### config.mk
export PLATFORM = sky130hd
export DESIGN_NAME = tx_arbiter_rr
export DESIGN_NICKNAME = d
export VERILOG_FILES = /design/src/rtl/tx_pkg.sv /design/src/rtl/tx_arbiter_rr_rr_pick.sv /design/src/rtl/tx_arbiter_rr.sv
export SDC_FILE = /design/constraint.sdc
export NUM_CORES = 1
export LEC_CHECK = 0
export BUFFER_PORTS_ARGS = -buffer_cell sky130_fd_sc_hd__buf_2
export CORE_MARGIN = 4
export CORE_UTILIZATION = 38
export DETAILED_ROUTE_END_ITERATION = 6
export PLACE_DENSITY = 0.67
export SLEW_MARGIN = 15
export SYNTH_ARGS = -nofsm -noshare
export SYNTH_HDL_FRONTEND = slang
export SYNTH_HIERARCHICAL = 1
export SYNTH_SLANG_ARGS = --single-unit
### constraint.sdc
create_clock -name clk -period 4 [get_ports clk]
set_input_delay 0.8 -clock clk [delete_from_list [all_inputs] [get_ports clk]]
set_output_delay 0.8 -clock clk [all_outputs]
set_load 0.01 [all_outputs]
### src/rtl/tx_pkg.sv
// rtl/tx_pkg.sv - shared states and helpers for the transmit-side arbiter
package tx_pkg;

    typedef enum logic [1:0] {
        ARB   = 2'd0,
        GRANT = 2'd1,
        WAIT  = 2'd2,
        REL   = 2'd3
    } state_t;

    localparam int DW_DEF = 8;

    function automatic int clog2(input int value);
        int r;
        for (r = 0; (1 << r) < value; r++) begin
        end
        return r;
    endfunction

endpackage

### src/rtl/tx_arbiter_rr_rr_pick.sv
// rtl/tx_arbiter_rr_rr_pick.sv - combinational round-robin picker starting after last_idx
module rr_pick
    import tx_pkg::*;
#(
    parameter int N_SRC = 4
) (
    input  logic [N_SRC-1:0] req,
    input  logic [2:0]       last_idx,
    output logic [N_SRC-1:0] gnt,
    output logic [2:0]       idx,
    output logic             valid
);

    // Two passes: indices above last_idx first, then wrap to the low ones.
    always_comb begin
        valid = 1'b0;
        gnt   = '0;
        idx   = '0;
        for (int i = 0; i < N_SRC; i++) begin
            if (!valid && req[i] && (3'(i) > last_idx)) begin
                valid  = 1'b1;
                gnt[i] = 1'b1;
                idx    = 3'(i);
            end
        end
        for (int i = 0; i < N_SRC; i++) begin
            if (!valid && req[i] && (3'(i) <= last_idx)) begin
                valid  = 1'b1;
                gnt[i] = 1'b1;
                idx    = 3'(i);
            end
        end
    end

endmodule

### src/rtl/tx_arbiter_rr.sv
// rtl/tx_arbiter_rr.sv - round-robin bounded-burst share of one packetizer among N byte FIFOs
module tx_arbiter_rr
    import tx_pkg::*;
#(
    parameter int N_SRC     = 4,
    parameter int DW        = DW_DEF,
    parameter int MAX_BURST = 8,
    parameter int GRANT_TMO = 16
) (
    input  logic                clk,
    input  logic                rst_n,
    input  logic                en,
    input  logic [N_SRC-1:0]    src_mask,
    input  logic [N_SRC-1:0]    src_empty,
    input  logic [N_SRC*DW-1:0] src_data,
    output logic [N_SRC-1:0]    src_rd_en,
    output logic                pk_fifo_empty,
    output logic [DW-1:0]       pk_fifo_data,
    input  logic                pk_rd_en,
    input  logic                pk_tx_busy,
    output logic                pk_tx_ready,
    output logic [N_SRC-1:0]    grant,
    output logic [2:0]          grant_idx,
    output logic                burst_done,
    output logic                proto_err
);

    localparam int BCW = clog2(MAX_BURST + 1);
    localparam int TCW = clog2(GRANT_TMO + 1);

    state_t             state;
    state_t             state_nxt;
    logic [N_SRC-1:0]   req;
    logic [N_SRC-1:0]   pick_gnt;
    logic [2:0]         pick_idx;
    logic               pick_valid;
    logic [2:0]         last_idx;
    logic [BCW-1:0]     burst_cnt;
    logic [TCW-1:0]     tmo_cnt;
    logic               wait_first;
    logic               own_req;

    assign req     = src_mask & ~src_empty;
    assign own_req = |(grant & req);

    rr_pick #(.N_SRC(N_SRC)) u_pick (
        .req      (req),
        .last_idx (last_idx),
        .gnt      (pick_gnt),
        .idx      (pick_idx),
        .valid    (pick_valid)
    );

    always_ff @(posedge clk) begin
        if (!rst_n) begin
            state       <= ARB;
            grant       <= '0;
            grant_idx   <= '0;
            last_idx    <= 3'(N_SRC - 1);
            burst_cnt   <= '0;
            tmo_cnt     <= '0;
            wait_first  <= 1'b0;
            pk_tx_ready <= 1'b0;
            burst_done  <= 1'b0;
            proto_err   <= 1'b0;
        end else begin
            state       <= state_nxt;
            pk_tx_ready <= (state_nxt == GRANT);
            burst_done  <= (state_nxt == REL);
            // Busy rises together with rd_en, so the first WAIT cycle must not look at it.
            wait_first  <= (state_nxt == WAIT) && (state != WAIT);
            tmo_cnt     <= (state == GRANT && state_nxt == GRANT) ? tmo_cnt + 1'b1 : '0;
            if (pk_rd_en && state != GRANT) begin
                proto_err <= 1'b1;
            end
            if (state == ARB && state_nxt == GRANT) begin
                grant     <= pick_gnt;
                grant_idx <= pick_idx;
                burst_cnt <= '0;
            end
            if (state == GRANT && pk_rd_en) begin
                burst_cnt <= burst_cnt + 1'b1;
            end
            if (state_nxt == REL) begin
                grant    <= '0;
                last_idx <= grant_idx;
            end
        end
    end

    always_comb begin
        state_nxt = state;
        case (state)
            ARB: begin
                if (en && pick_valid) state_nxt = GRANT;
            end
            GRANT: begin
                if (pk_rd_en) begin
                    state_nxt = WAIT;
                end else if (!own_req || tmo_cnt == TCW'(GRANT_TMO - 1)) begin
                    state_nxt = REL;
                end
            end
            WAIT: begin
                if (!wait_first && !pk_tx_busy) begin
                    state_nxt = (burst_cnt < BCW'(MAX_BURST) && en && own_req) ? GRANT : REL;
                end
            end
            REL:     state_nxt = ARB;
            default: state_nxt = ARB;
        endcase
    end

    always_comb begin
        src_rd_en    = '0;
        pk_fifo_data = '0;
        if (state == GRANT && pk_rd_en) begin
            src_rd_en = grant;
        end
        for (int i = 0; i < N_SRC; i++) begin
            if (grant[i]) pk_fifo_data = src_data[i*DW +: DW];
        end
    end

    assign pk_fifo_empty = ~|(grant & ~src_empty);

endmodule

* After elaboration in Yosys (flattened, before gate mapping)
Cells that the tools add are included.
** Storage, ports and cells
- Register bits after elaboration :: 25
- Input port bits :: 45
- Output and inout port bits :: 23
- Logic and storage cells :: 112
** Operators by class
- Add/sub/neg operators :: 2
- Order comparisons :: 9
- Eq/ne operators :: 9
- Muxes and demuxes :: 35
- Bitwise operators :: 5
- Reduce and logical (&&, ||, !) cells :: 42
** Operator list (number)
- 2-to-1 mux 8 bit :: 4
- logical AND 1 bit :: 24
- 2-to-1 mux 2 bit :: 11
- 2-to-1 mux 1 bit :: 16
- bitwise AND 4 bit :: 3
- 2-to-1 mux 4 bit :: 3
- logical NOT 1 bit :: 11
- == test 2 bit (second input constant) :: 4
- case mux 2 bit (4 select lines) :: 1
- OR reduction 4 bit :: 2
- > comparator 1 x 3 -> 1 bit (first input constant) :: 2
- > comparator 2 x 3 -> 1 bit (first input constant) :: 2
- <= comparator 1 x 3 -> 1 bit (first input constant) :: 2
- <= comparator 2 x 3 -> 1 bit (first input constant) :: 2
- adder 5 x 1 -> 5 bit (second input constant) :: 1
- == test 5 x 4 -> 1 bit (second input constant) :: 1
- adder 4 x 1 -> 4 bit (second input constant) :: 1
- == test 2 x 1 -> 1 bit (second input constant) :: 2
- < comparator 4 bit (second input constant) :: 1
- NOT 4 bit :: 1
- logical NOT 2 bit :: 1
- != test 2 x 1 -> 1 bit (second input constant) :: 1
- != test 2 bit (second input constant) :: 1
- AND reduction 2 bit :: 1
- 4 further kinds :: 4

* Longest topological paths before layout
- Depth after elaboration :: 39
- Mapped depth :: 8
- Gate-level depth less buffers :: 8

* Modules after synthesis
Netlist, hierarchy kept.
** By module, submodules not included
- tx_arbiter_rr :: instances 1, cells each 172, area an instance 1345.0 sq um
- rr_pick :: instances 1, cells each 25, area an instance 151.4 sq um

* Worst setup path after synthesis
No wires, ideal clock.
- Path kind :: input -> register
- From :: input port src_mask[0]
- To :: register burst_cnt[2]
- Setup time :: 0.076 ns
- Data arrival time :: 2.142 ns
- Setup slack :: 1.782 ns
- Stages :: 7
- Path buffers :: 1
- Cell sequence :: nor2b_1 or4_1 and3_1 clkbuf_1 nor2_1 o21ai_0 a21boi_0
** Between the ends
- Longest elaborated chain between the ends :: 37
** Ends and longest elaborated chain
- start, declared :: RTL line tx_arbiter_rr.sv:13 : input logic [N_SRC-1:0] src_mask,
- bitwise AND 4 bit (*) :: RTL line tx_arbiter_rr.sv:43 : assign req = src_mask & ~src_empty;
- logical AND 1 bit :: RTL line tx_arbiter_rr_rr_pick.sv:20 : if (!valid && req[i] && (3'(i) > last_idx)) begin
- 2-to-1 mux 1 bit :: RTL line tx_arbiter_rr_rr_pick.sv:20
- logical NOT 1 bit :: RTL line tx_arbiter_rr_rr_pick.sv:20
- logical AND 1 bit (2 in a row) :: RTL line tx_arbiter_rr_rr_pick.sv:20
- 2-to-1 mux 1 bit :: RTL line tx_arbiter_rr_rr_pick.sv:20
- logical NOT 1 bit :: RTL line tx_arbiter_rr_rr_pick.sv:20
- logical AND 1 bit (2 in a row) :: RTL line tx_arbiter_rr_rr_pick.sv:20
- (+20 left out)
- 2-to-1 mux 1 bit (*) :: RTL line tx_arbiter_rr_rr_pick.sv:27 : if (!valid && req[i] && (3'(i) <= last_idx)) begin
- via pick_valid :: RTL line tx_arbiter_rr.sv:36 : logic pick_valid;
- logical AND 1 bit (*) :: RTL line tx_arbiter_rr.sv:95 : if (en && pick_valid) state_nxt = GRANT;
- 2-to-1 mux 2 bit (*) :: RTL line tx_arbiter_rr.sv:95
- case mux 2 bit (4 select lines) (*) :: RTL line tx_arbiter_rr.sv:93 : case (state)
- == test 2 x 1 -> 1 bit (*) :: RTL line tx_arbiter_rr.sv:76 : if (state == ARB && state_nxt == GRANT) begin
- logical AND 1 bit (*) :: RTL line tx_arbiter_rr.sv:76
- nonzero test 2 bit (no line) (*)
- end signal, assigned :: RTL line tx_arbiter_rr.sv:82 : burst_cnt <= burst_cnt + 1'b1;
- end, declared :: RTL line tx_arbiter_rr.sv:38 : logic [BCW-1:0] burst_cnt;
Mark *: on every way through the listed nets, which the timed path passes. The rest lies on a longest branch.
A chain may end at the register's enable or synchronous reset.

* Worst setup path after layout
- From :: register grant[1]
- To :: output port pk_fifo_data[3]
** Between the ends
- Longest elaborated chain between the ends :: 3
** Ends and longest elaborated chain
- start, declared :: RTL line tx_arbiter_rr.sv:22 : output logic [N_SRC-1:0] grant,
- start signal, assigned :: RTL line tx_arbiter_rr.sv:77 : grant <= pick_gnt;
- 2-to-1 mux 8 bit (3 in a row) :: RTL line tx_arbiter_rr.sv:121 : if (grant[i]) pk_fifo_data = src_data[i*DW +: DW];
- end, declared :: RTL line tx_arbiter_rr.sv:18 : output logic [DW-1:0] pk_fifo_data,
Every way passes these cells.

==> run_results.csv <==
group,metric,value,unit
final_layout,final_common_cell,"buf_2",
synth,yosys-mux-area-fraction,2.01,%
min_path,hold_class,"flop to flop",
sta,tightestPinTransition,0.674,ns
placement,io_buffer_count,67,
setup_path,worstPathArrival,1.82,ns
setup_path,path_buf_inv,1,
drt,vias,1530,
drt,drc,0,
final_layout,antenna_cells,0,
synth,synth_edf_count,0,
die,num_rows,22,
final_layout,final_nets,306,
placement,gp_congestion,0.787,
grt,grt.total_usage,14.5,%
sta,slew_headroom,55.0,%
clock_network,htree_levels,1,
synth,synthXorXnorAreaFrac,1.76,%
die,ioPinCount,68,
synth,synth_compound_area_share,25.5,%
synth,ys_seq_area_share,33.4,%
synth,synthAdderAreaFrac,2.51,%
setup_path,crit_type,"flop to output pin",
setup_path,slowest_delay,0.46,ns
power_and_ir_drop,peakVddDrop,0.000241,V
clock_network,clk-insertion-delay-late,0.27,ns
setup_path,path_cells,"nor2b_1 -> a22oi_1 -> nor2_1 -> a21oi_1 -> o21ai_0 -> buf_2",
drt,wire_per_inst,12.4,µm
clock_network,cts_buffers,3,
drt,ant_nets,0,
grt,grt_util_met1,19.4,%
clock_network,cts_max_path_buffers,2,
grt,grt_util_met3,3.13,%
job,timing.max_cap.violations,0,
synth,synth_ff_type,"dfxtp_1",
clock_network,clkTransAtPathRegs,0.09,ns
power_and_ir_drop,p_per_area,295,nW/µm²
synth,ys_seq_elements,25,
final_layout,fin_cells,305,
drt,drt_first_iter_violations,48,
synth,avgSynthCellArea,7.60,µm²
sta,tns,0,ns
clock_network,clock-root-buffer,"clkbuf_8",
final_layout,layout_common_cells,"buf_2 (67), dfxtp_1 (25), nor2_1 (20), nand2_1 (19), nor2b_1 (18)",
drt,via_per_inst,5.02,
die,die_h,70.8,µm
drt,dr.pass1.iters,4,
setup_path,cp_top_family,"simple AND/OR/NAND/NOR gates",
grt,grt_pass1_wl,6.21,mm
sta,hold_viol_final,0,
synth,async_flop_share,0,%
sta,drv_slew,0,
synth,yosys_warnings,6,
final_layout,area_growth,26.7,%
synth,ys_types,41,
clock_network,postCtsHoldBufs,0,
clock_network,cts_sinks,25,
placement,hpwlAfterDp,2.93,mm
final_layout,layout-drive-gt1-share,29.2,%
placement,dp.cells,301,
synth,yosys.area_share.simple,30.0,%
grt,antenna_found_initial,0,
setup_path,regToRegSetupSlack,2.18,ns
sta,fin_crit,2.62,ns
setup_path,critPathRequiredTime,3.20,ns
sta,skew,0.00601,ns
die,core_area,3740,µm²
synth,synth_area,1500,µm²
synth,synth_cells,197,
drt,wl,3.79,mm
grt,grt_overflow,0,
sta,rsz0062_at_grt,"no",
grt,grt_max_degree,25,
die,fp.dieW,70.8,µm
clock_network,cts_resized,0,
sta,period_share,65.5,%
clock_network,cts_setup_buffers,0,
grt,use_met2,24.4,%
clock_network,cts_tree,"done",
synth,syn_nets,245,
die,dieArea,5010,µm²
sta,finalSetupViolations,0,
grt,grt_most_used_layer,"met2",
power_and_ir_drop,cellLeakagePower,0.853,nW
sta,fmax,382,MHz
setup_path,crit_path_end_kind,"output pin",
setup_path,worstSetupStartpointType,"flop",
outcome,status,"complete, no violations",
die,start_util,40.0,%
setup_path,slowest_stage,"nor2b_1",
setup_path,path_max_fanout,14,
synth,synth_top_family_by_area,"simple AND/OR/NAND/NOR gates",
grt,grt_pass1_vias,1437,
power_and_ir_drop,power.total,559,µW
[metrics by stage]
| step | area (µm²) | setup WS [ns] | util (%) | hold slack (ns) |
|---|---|---|---|---|
| 2_1_floorplan | 1500 | 1.78 | - | 0.418 |
| 3_3_place_gp | 1850 | 1.64 | 49.3 | 0.436 |
| 3_5_place_dp | 1850 | 1.62 | 49.3 | 0.442 |
| 4_1_cts | 1900 | 1.35 | 50.6 | 0.460 |
| 5_1_grt | 1900 | 1.16 | 50.6 | 0.482 |
| 6_report | 1900 | 1.38 | 50.6 | 0.465 |
[per-layer routing]
metal,vias to the layer above,wire length (µm)
met5,-,0
met4,0,21
met3,4,268
met2,44,1670
met1,671,1820
li1,811,-
[cells by family (layout without fill, tap and decap cells)]
kind of cell             after synthesis  in the layout
AO/OA/AOI/OAI                         56             56
multiplexers                           3              3
adder cells (fa/ha/maj)                3              3
XOR/XNOR                               3              3
buffers and inverters                 17             77
flip-flops                            25             25
AND/OR/NAND/NOR                       89             89
other                                  1              1
[synthesized netlist by cell type, types with 2 or more instances]
| cell type | instances | area (µm²) |
|---|---|---|
| a22oi_1 | 10 | 75.1 |
| nor2_1 | 20 | 75.1 |
| mux2i_1 | 3 | 30.0 |
| a22o_1 | 2 | 17.5 |
| o21ai_0 | 15 | 75.1 |
| a21oi_1 | 12 | 60.1 |
| a21boi_0 | 5 | 37.5 |
| nand2_1 | 19 | 71.3 |
| nor2b_1 | 18 | 113 |
| and3_1 | 8 | 50.1 |
| inv_1 | 6 | 22.5 |
| ha_1 | 3 | 37.5 |
| nand3_1 | 11 | 55.1 |
| dfxtp_1 | 25 | 500 |
| xnor2_1 | 2 | 17.5 |
| nand2b_1 | 4 | 25.0 |
| clkbuf_1 | 10 | 37.5 |
[cell type report]
type,count,area (µm²)
Clock buffer,3,41.3
Clock inverter,1,7.51
Fill cell,400,1850
Inverter,6,22.5
Multi-Input combinational cell,155,928
Sequential cell,25,500
Tap cell,48,60.1
Timing Repair Buffer,67,335
[where the power goes]
part | internal [mW] | switching (mW) | total (mW)
sequential | 0.262 | 0.0173 | 0.279
combinational | 0.0608 | 0.0704 | 0.131
clock | 0.0705 | 0.0779 | 0.148
[final timing paths]
path	start	endpoint	depth (start not counted)
max	grant[1]$_SDFFE_PP0P_	pk_fifo_data[3]	6
min	tmo_cnt[0]$_SDFF_PN0_	tmo_cnt[0]$_SDFF_PN0_	1
max reg2reg	state[1]$_SDFF_PN0_	last_idx[1]$_SDFFE_PN1N_	5
min reg2reg	tmo_cnt[0]$_SDFF_PN0_	tmo_cnt[0]$_SDFF_PN0_	1
[sequential cells by signal, indices dropped and copies added, names as in the netlist]
| register | count |
|---|---|
| last_idx | 3 |
| tmo_cnt | 5 |
| burst_cnt | 4 |
| wait_first | 1 |
| grant | 4 |
| pk_tx_ready | 1 |
| grant_idx | 3 |
| state | 2 |
| proto_err | 1 |
| burst_done | 1 |
Power figures use the tool's default switching activity.
